File: src/rtl/sw_input_conditioner.sv
// Slide-switch front end for the picoMIPS core: per-bit sync + debounce,
// handshake-switch edge pulses, and a captured data word with valid/ack/overrun.

module sw_db_lane #(
    parameter int DB_CYCLES = 4,
    parameter int CNT_W     = 2
) (
    input  logic clk,
    input  logic reset,
    input  logic raw,
    output logic clean
);
    logic             s1, s2;
    logic [CNT_W-1:0] cnt;

    always_ff @(posedge clk) begin
        if (reset) begin
            s1    <= 1'b0;
            s2    <= 1'b0;
            cnt   <= '0;
            clean <= 1'b0;
        end else begin
            s1 <= raw;
            s2 <= s1;
            // any cycle agreeing with the clean level restarts the count
            if (s2 == clean) begin
                cnt <= '0;
            end else if (cnt == CNT_W'(DB_CYCLES - 1)) begin
                clean <= s2;
                cnt   <= '0;
            end else begin
                cnt <= cnt + CNT_W'(1);
            end
        end
    end
endmodule

module sw_input_conditioner #(
    parameter int WIDTH     = 10,
    parameter int DATA_W    = 8,
    parameter int HS_BIT    = 8,
    parameter int DB_CYCLES = 4
) (
    input  logic              clk,
    input  logic              reset,
    input  logic [WIDTH-1:0]  sw_raw,
    output logic [WIDTH-1:0]  sw_clean,
    output logic              hs_rise,
    output logic              hs_fall,
    output logic [DATA_W-1:0] data_out,
    output logic              data_valid,
    input  logic              data_ack,
    output logic              overrun
);
    // a DB_CYCLES of 1 still needs a one-bit counter
    localparam int CNT_W = (DB_CYCLES > 1) ? $clog2(DB_CYCLES) : 1;

    typedef enum logic [1:0] {IDLE, VALID, WAIT_REL} state_t;

    state_t              state, state_d;
    logic                hs_prev;
    logic [DATA_W-1:0]   dout_d;
    logic                dv_d, ovr_d;

    for (genvar i = 0; i < WIDTH; i++) begin : gen_lane
        sw_db_lane #(.DB_CYCLES(DB_CYCLES), .CNT_W(CNT_W)) u_lane (
            .clk   (clk),
            .reset (reset),
            .raw   (sw_raw[i]),
            .clean (sw_clean[i])
        );
    end

    always_ff @(posedge clk) begin
        if (reset) begin
            hs_prev <= 1'b0;
            hs_rise <= 1'b0;
            hs_fall <= 1'b0;
        end else begin
            hs_prev <= sw_clean[HS_BIT];
            hs_rise <= sw_clean[HS_BIT] & ~hs_prev;
            hs_fall <= ~sw_clean[HS_BIT] & hs_prev;
        end
    end

    always_ff @(posedge clk) begin
        if (reset) begin
            state      <= IDLE;
            data_out   <= '0;
            data_valid <= 1'b0;
            overrun    <= 1'b0;
        end else begin
            state      <= state_d;
            data_out   <= dout_d;
            data_valid <= dv_d;
            overrun    <= ovr_d;
        end
    end

    always_comb begin
        state_d = state;
        dout_d  = data_out;
        dv_d    = data_valid;
        ovr_d   = overrun;
        case (state)
            IDLE: begin
                if (hs_rise) begin
                    dout_d  = sw_clean[DATA_W-1:0];
                    dv_d    = 1'b1;
                    state_d = VALID;
                end
            end
            VALID: begin
                if (data_ack) begin
                    dv_d    = 1'b0;
                    state_d = WAIT_REL;
                end
                // a new edge while the word is still pending is dropped
                if (hs_rise) ovr_d = 1'b1;
            end
            WAIT_REL: begin
                if (!sw_clean[HS_BIT]) state_d = IDLE;
            end
            default: state_d = IDLE;
        endcase
    end
endmodule

File: config.mk
export PLATFORM = sky130hd
export DESIGN_NAME = sw_input_conditioner
export DESIGN_NICKNAME = d
export VERILOG_FILES = /design/src/rtl/sw_input_conditioner.sv
export SDC_FILE = /design/constraint.sdc
export NUM_CORES = 1
export LEC_CHECK = 0
export ABC_CLOCK_PERIOD_IN_PS = 1100
export CAP_MARGIN = 20
export CORE_MARGIN = 2
export CORE_UTILIZATION = 30
export CTS_BUF_LIST = sky130_fd_sc_hd__clkbuf_4 sky130_fd_sc_hd__clkbuf_8
export DETAILED_ROUTE_END_ITERATION = 10
export PLACE_DENSITY = 0.56
export SKIP_CTS_REPAIR_TIMING = 1
export SLEW_MARGIN = 30
export SYNTH_ARGS = -nofsm -noshare
export SYNTH_HDL_FRONTEND = slang
export SYNTH_SLANG_ARGS = --single-unit
File: constraint.sdc
create_clock -name clk -period 1.1 [get_ports clk]
set_input_delay 0.22 -clock clk [delete_from_list [all_inputs] [get_ports clk]]
set_output_delay 0.22 -clock clk [all_outputs]
set_load 0.01 [all_outputs]
After elaboration in Yosys (flattened, before gate mapping)
Cells that the tools add are included.

Bits in latches: 0. Bits of input ports: 13. Output and inout bits: 22. Memory bits (read-only): 0. Register bits: 65. Word-level logic and storage cells: 129. Memory bits (writable): 0. Memories: 0.

Add/sub/neg operators: 10. Shifts and indexed selects: 0. $mul: 0. Reductions and logical operators: 26. Divide/modulo/power cells: 0. Bitwise logic cells: 14. Multiplexer cells: 7. Equal/unequal tests: 25. $lt $le $gt $ge: 0.

Operators by type and width (number): $reduce_or 3->1 (10); $reduce_and 2->1 (12); $eq 2x2->1 const B (11); $add 2x1->2 const B (10); $not 1->1 (12); $eq 1x1->1 (10); $mux 2 (3); $ne 2x2->1 const B (3); $pmux 2 s3 (1); $reduce_and 3->1 (2); $and 1x1->1 (2); $eq 2x1->1 const B (1); $logic_not 2->1 (1); $mux 1 (2); $pmux 1 s2 (1); $reduce_bool 2->1 (1).

Longest topological paths before layout
Gate-level depths: netlist of run 1.

Depth in word-level cells: 3. Mapped depth: 4.

Cells and area by module
From an unflattened synthesis of run 1, not the netlist that was laid out.

Cell total of the unflattened synthesis: 189. Area, all modules: 2232.1 um2.

By module, submodules not included: sw_db_lane (instances 10, area an instance 168.9 um2, cells an instance 13, seq. area each 100.1 um2); sw_input_conditioner (instances 1, area an instance 543.0 um2, cells an instance 59, seq. area each 300.3 um2).

Worst setup path before layout of run 1
Ideal clock, no wire load.

Kind: register -> register. Start: reg hs_rise. End: reg data_valid. Path buffers: 0. Library setup time: 103 ps. Clock period less this slack: 1062 ps. Path slack: 38 ps. Stages on the path, launching flop included: 3. Arrival: 959 ps. Cells stage by stage: dfxtp_1 -> or2b_1 -> a2111oi_2.

Cells in the longest elaborated chain, start to end: 2.

Ends and longest elaborated chain: from (decl) (line 48) `output logic hs_rise,`; from (signal assigned) (line 81) `hs_rise <= sw_clean[HS_BIT] & ~hs_prev;`; $ne 2x2->1 (no source line); $reduce_and 3->1 (no source line); to (signal assigned) (line 95) `data_valid <= dv_d;`; to (decl) (line 51) `output logic data_valid,`.

Every way passes these cells. A chain may end at the register's enable or synchronous reset.

Worst setup path in the final report of run 1
Start: reg gen_lane[3].u_lane.clean. End: out sw_clean[3].

RTL lines: from (decl) (line 11) `output logic clean`; from (signal assigned) (line 21) `clean <= 1'b0;`; from (signal assigned) (line 29) `clean <= s2;`; to (decl) (line 47) `output logic [WIDTH-1:0] sw_clean,`.

No word-level cell between the ends.

==> flow_metrics.tcl, run 1 <==
set metrics [dict create \
    outcome "finished clean" \
    post-dp-hpwl_mm 2.322 \
    grt_setup_unrepaired "yes" \
    slowest_stage "dfxtp_1" \
    boundaryPins 35 \
    cts.reportedPaths.clkPinSlew_ns 0.08 \
    grt_overflow 0 \
    core_area_mm2 0.007647 \
    num_vias 1474 \
    synth_top_flop_cell "dfxtp_1" \
    synth.distinct_cells 21 \
    setup-violations-final 0 \
    start_util 0.3073 \
    dp_cells 336 \
    wirelength_mm 3.489 \
    first_pass_iters 4 \
    htreeDepth 3 \
    synthArstFlopShare 0 \
    grt_antenna_before_repair 0 \
    rr_worst_depth 2 \
    rows 32 \
    portBuffers 34 \
    worst_slew_pin_slew_ns 0.2427 \
    die_y_um 92.50 \
    tritoncts "built" \
    crit_required_ns 0.88 \
    layout-drive-gt1-share 0.2151 \
    die_w_um 92.50 \
    syn_area_mm2 0.002350 \
    grt_pass1_wl_mm 6.320 \
    powerDensity_mw_per_mm2 1563 \
    drv_slew 0 \
    wl_per_cell_um 9.884 \
    path_cells "dlymetal6s2s_1" \
    hold_path_class "in2reg" \
    place_congestion 0.6631 \
    p_leak_nw 1.322 \
    synth_edf_count 0 \
    root_buffer "clkbuf_8" \
    yosysMostFrequentCell "dfxtp_1" \
    antenna_left 0 \
    cts.sinks 65 \
    grt_max_degree 45 \
    grt_pass1_vias 1494 \
    yosysTopAreaCellShare 0.5538 \
    synth_warnings 0 \
    first_iter_violations 19 \
    insertion_delay_ns 0.34 \
    vdd_drop_max_mv 0.6706 \
    critPathMaxFanout 2 \
    period_share 0.9526 \
    synth_top_area_cell "dfxtp_1" \
    rrSetupSlack_ns 0.07 \
    hold_path_depth 3 \
    syn-num-nets 227 \
    area_delta_synth_final_pct 29.55 \
    synth_area_leaders "dfxtp_1 55%, mux2i_1 7.7%, nor2b_1 6.1%" \
    ys_seq_area_frac 0.5538 \
    grt_usage 0.09526 \
    synthCells 204 \
    design.die.area_mm2 0.008556 \
    max_stage_delay_ns 0.33 \
    finClkSkew_ns 0.01187 \
    cts_buffers 9 \
    nets 269 \
    diodes 0 \
    cp.arrival_ns 0.83 \
    syn_area_per_cell_um2 11.52 \
    crit_buf_inv 1 \
    fillers 750 \
    path_delay_family "flip-flops" \
    synth_common_cells "65 x dfxtp_1, 23 x nor2b_1, 18 x mux2i_1, 16 x nand2b_1" \
    drc_errors 0 \
    cp.depth 1 \
    cp-end-kind "primary output" \
    max_freq_ghz 0.9544 \
    via_per_inst 4.176 \
    setup.worst_path.class "reg2out" \
    crit_path_start_kind "flip-flop" \
    max-slew-margin-rel 0.8359 \
    cts_buffer_depth 2 \
    synth-seq-cells 65 \
    cap_violations 0 \
    period_needed_ns 1.048 \
    fin_tns_setup_ns 0 \
    fin_cells 353 \
    finalHoldViolations 0 \
]
## cell type report
class,instances,area [µm²],share of cell area
Clock buffer,9,123.9,0.04069
Multi-Input combinational cell,118,932.1,0.3062
Tap cell,102,127.6,0.04192
Timing Repair Buffer,50,450.4,0.1480
Clock inverter,7,93.84,0.03083
Sequential cell,65,1309,0.4299
Inverter,2,7.507,0.002466
## routing by layer
layer,track usage,up-vias,wire [µm]
met1,0.1161,666,1722
li1,-,764,-
met3,0.02929,12,176
met5,0,-,0
met4,0.07090,0,104
met2,0.1405,32,1486
## through the flow
stage | cell area, µm² | hold slack (ns) | utilization | power [mW] | worst slack (ns)
after global placement | 2848 | 0.3988 | 0.3724 | 2.627 | -0.1649
final | 3044 | 0.3050 | 0.3981 | 4.759 | 0.05219
after CTS | 3065 | 0.2922 | 0.4009 | 4.848 | -0.4024
after floorplan | 2350 | 0.3198 | - | 2.558 | 0.03799
after detailed placement | 2848 | 0.3977 | 0.3724 | 2.631 | -0.1641
after global routing | 3044 | 0.3141 | 0.3981 | 4.975 | -0.007586
## report_power, final
group | internal (mW) | switching (mW)
sequential | 2.40 | 0.0178
clock | 1.27 | 0.916
combinational | 0.0953 | 0.0615
total | 3.76 | 0.995
## cells by family after synthesis
kind of cell | share of synthesized area
compound gates | 0.01917
buf+inv | 0.05431
simple gates | 0.2055
fa+ha+maj | 0.05325
mux | 0.07668
xor+xnor | 0.03727
flops | 0.5538
## worst reg2reg max path, delay by kind of cell (launching register included)
| family | cells | cell delay [ns] |
|---|---|---|
| DFF | 1 | 0.36 |
| AOI/OAI and AO/OA | 1 | 0.34 |
| and+or+nand+nor | 1 | 0.24 |
## registers in the layout, summed over array words and instances (netlist names)
name	count
hs_prev	1
hs_rise	1
data_out	8
overrun	1
gen_lane.u_lane.clean	10
gen_lane.u_lane.s1	10
data_valid	1
gen_lane.u_lane.s2	10
hs_fall	1
state	2
gen_lane.u_lane.cnt	20
## worst paths after layout
path | startpoint | end
worst min-delay path | reset | gen_lane[9].u_lane.clean
worst min register to register | hs_prev | hs_rise
worst max-delay path | gen_lane[3].u_lane.clean | sw_clean[3]
worst max register to register | state[1] | data_valid
## placed cells by master, fill, tap and decap left out, drive strengths merged
cell / Yosys / final
dfxtp: 65 / 65
nor2b: 23 / 23
clkbuf: 1 / 22
mux2i: 18 / 18
buf: 18 / 17
nand2b: 16 / 16
nor2: 11 / 11
clkdlybuf4s50: 0 / 11
xnor2: 10 / 10
nor4: 10 / 10
nor4b: 10 / 10
ha: 10 / 10
dlymetal6s2s: 0 / 9
inv: 2 / 3
a2111oi: 2 / 2
and3b: 2 / 2
bufinv: 0 / 2
clkinv: 0 / 2
clkinvlp: 0 / 2
nor3b: 2 / 2
or2b: 1 / 1
nand3b: 1 / 1
a21oi: 1 / 1
o21ba: 1 / 1
No activity file was read; power rests on OpenSTA's default activity.
==> inputs of run 2 (changes only) <==
--- a/config.mk
+++ b/config.mk
@@ -5,9 +5,8 @@
 export SDC_FILE = /design/constraint.sdc
 export NUM_CORES = 1
 export LEC_CHECK = 0
-export ABC_CLOCK_PERIOD_IN_PS = 1100
+export ABC_CLOCK_PERIOD_IN_PS = 1290
 export CAP_MARGIN = 20
-export CORE_MARGIN = 2
 export CORE_UTILIZATION = 30
 export CTS_BUF_LIST = sky130_fd_sc_hd__clkbuf_4 sky130_fd_sc_hd__clkbuf_8
 export DETAILED_ROUTE_END_ITERATION = 10
==> constraint.sdc (replaced) <==
create_clock -name clk -period 1.29 [get_ports clk]
set_input_delay 0.258 -clock clk [delete_from_list [all_inputs] [get_ports clk]]
set_output_delay 0.258 -clock clk [all_outputs]
set_load 0.01 [all_outputs]
==> run 2 against run 1 <==
Utilization increased by 1.2 points. Die area decreased by 4.3%. Sequential power decreased by 15%. Critical path type unchanged. Largest power group unchanged. Highest routed layer unchanged. Power decreased by 21%.
==> flow_metrics.tcl, run 2 (synthesis gave the netlist of run 1 again) <==
set metrics [dict create \
    htreeDepth 3 \
    layout_common_cells "63 x dfxtp_1, 23 x nor2b_1, 22 x dlymetal6s2s_1" \
    crit_path_start_kind "flip-flop" \
    root_buffer "clkbuf_8" \
    grt_usage 0.09279 \
    grt_pass1_wl_mm 5.858 \
    portBuffers 34 \
    r2r-end "data_out[1]" \
    nets 262 \
    period_needed_ns 1.146 \
    grt_max_degree 46 \
    hold_path_class "in2reg" \
    antenna_left 0 \
    path_cells "dlymetal6s2s_1" \
    num_vias 1456 \
    max_stage_delay_ns 0.37 \
    p_sw_mw 0.7903 \
    finClkSkew_ns 0.007499 \
    wirelength_mm 3.456 \
    slowest_stage "dfxtp_1" \
    p_sw_frac 0.2106 \
    vdd_drop_max_mv 0.4751 \
    grt_setup_unrepaired "no" \
    pwr-share-comb 0.035 \
    grt_overflow 0 \
    fillers 721 \
    grt_antenna_before_repair 0 \
    rrSetupSlack_ns 0.20 \
    p_leak_nw 1.507 \
    insertion_delay_ns 0.33 \
    min_from "reset" \
    tritoncts "built" \
    cts.sinks 65 \
    critPathMaxFanout 4 \
    cp.arrival_ns 0.89 \
    post-dp-hpwl_mm 2.201 \
    die_y_um 90.50 \
    cap_violations 0 \
    layout-drive-gt1-share 0.1311 \
    first_pass_iters 4 \
    outcome "finished clean" \
    place_congestion 0.6468 \
    period_share 0.8887 \
    rows 31 \
    cts_buffer_depth 2 \
    rr_worst_depth 3 \
    fin_util 0.4101 \
    setup-violations-final 0 \
    diodes 0 \
    crit_required_ns 1.03 \
    area_delta_synth_final_pct 29.29 \
    p_clk_frac 0.416 \
    finalHoldViolations 0 \
    final_common_cell "dfxtp_1" \
    design.die.area_mm2 0.008190 \
    setup.worst_path.class "reg2out" \
    drv_slew 0 \
    cts_buffers 9 \
    regArea_mm2 0.001304 \
    drc_errors 0 \
    start_util 0.3172 \
    die_w_um 90.50 \
    largest_reg_flops 20 \
    max_freq_ghz 0.8722 \
    hold_end "gen_lane[1].u_lane.s1" \
    max-slew-margin-rel 0.8198 \
    worst_slew_pin_slew_ns 0.2665 \
    core_area_mm2 0.007408 \
    boundaryPins 35 \
    via_per_inst 4.245 \
    timing.rr.start "hs_rise" \
    wl_per_cell_um 10.08 \
    path_delay_family "flip-flops" \
    powerDensity_mw_per_mm2 1235 \
    intPower_mw 2.963 \
    regMostFlops "gen_lane.u_lane.cnt" \
    p_seq_frac 0.549 \
    p_total_mw 3.753 \
    crit_buf_inv 1 \
    first_iter_violations 36 \
    cts.reportedPaths.clkPinSlew_ns 0.07 \
    grt_pass1_vias 1339 \
    hold_path_depth 3 \
    multiInputGateArea_um2 925.9 \
    cp-end-kind "primary output" \
]
## run 2: how the worst max path moves through the flow
stage | slack, ns | to | start | cells after the start
2_1_floorplan | 0.23 | data_valid | hs_rise | 2
3_3_place_gp | -0.01 | data_valid | data_ack | 3
3_5_place_dp | -0.02 | data_valid | data_ack | 3
4_1_cts | -0.27 | sw_clean[1] | gen_lane[1].u_lane.clean | 1
5_1_grt | 0.08 | sw_clean[7] | gen_lane[7].u_lane.clean | 1
6_report | 0.14 | sw_clean[7] | gen_lane[7].u_lane.clean | 1
## run 2: per-layer routing
layer / GRT usage / vias up / wire, µm
met2: 0.1364 / 27 / 1520
met4: 0.06452 / 0 / 90
met3: 0.03956 / 9 / 191
li1: - / 753 / -
met1: 0.1083 / 667 / 1653
met5: 0 / - / 0
## run 2: metrics by stage
step	setup TNS, ns	hold WS (ns)	worst slack (ns)	std cells	instance area, µm²
final	0	0.3346	0.1435	343	3038
after global routing	0	0.3493	0.08145	343	3038
after CTS	-4.551	0.3321	-0.2723	343	2980
after detailed placement	-0.02130	0.4038	-0.02130	327	2799
after global placement	-0.01027	0.4018	-0.01027	327	2799
after floorplan	0	0.3578	0.2280	204	2350
## run 2: layout make-up
type | count | area share
inverter | 2 | 0.002471
timing repair buffer | 43 | 0.1631
multi-input combinational | 118 | 0.3048
clock inverter | 3 | 0.004942
tap | 99 | 0.04077
clock buffer | 13 | 0.05478
sequential | 65 | 0.4292
## run 2: power groups by stage
stage | Combinational, mW | Clock [mW] | Sequential [mW]
after floorplan | 0.0782 | 0 | 2.10
after global placement | 0.134 | 0 | 2.11
after detailed placement | 0.136 | 0 | 2.11
after CTS | 0.136 | 1.63 | 2.06
after global routing | 0.150 | 1.72 | 2.06
final | 0.133 | 1.56 | 2.06
## run 2: worst min-delay path, delay by kind of cell
kind | cells | cell delay, ns
AND/OR/NAND/NOR | 1 | 0.06
buffers and inverters | 2 | 0.31
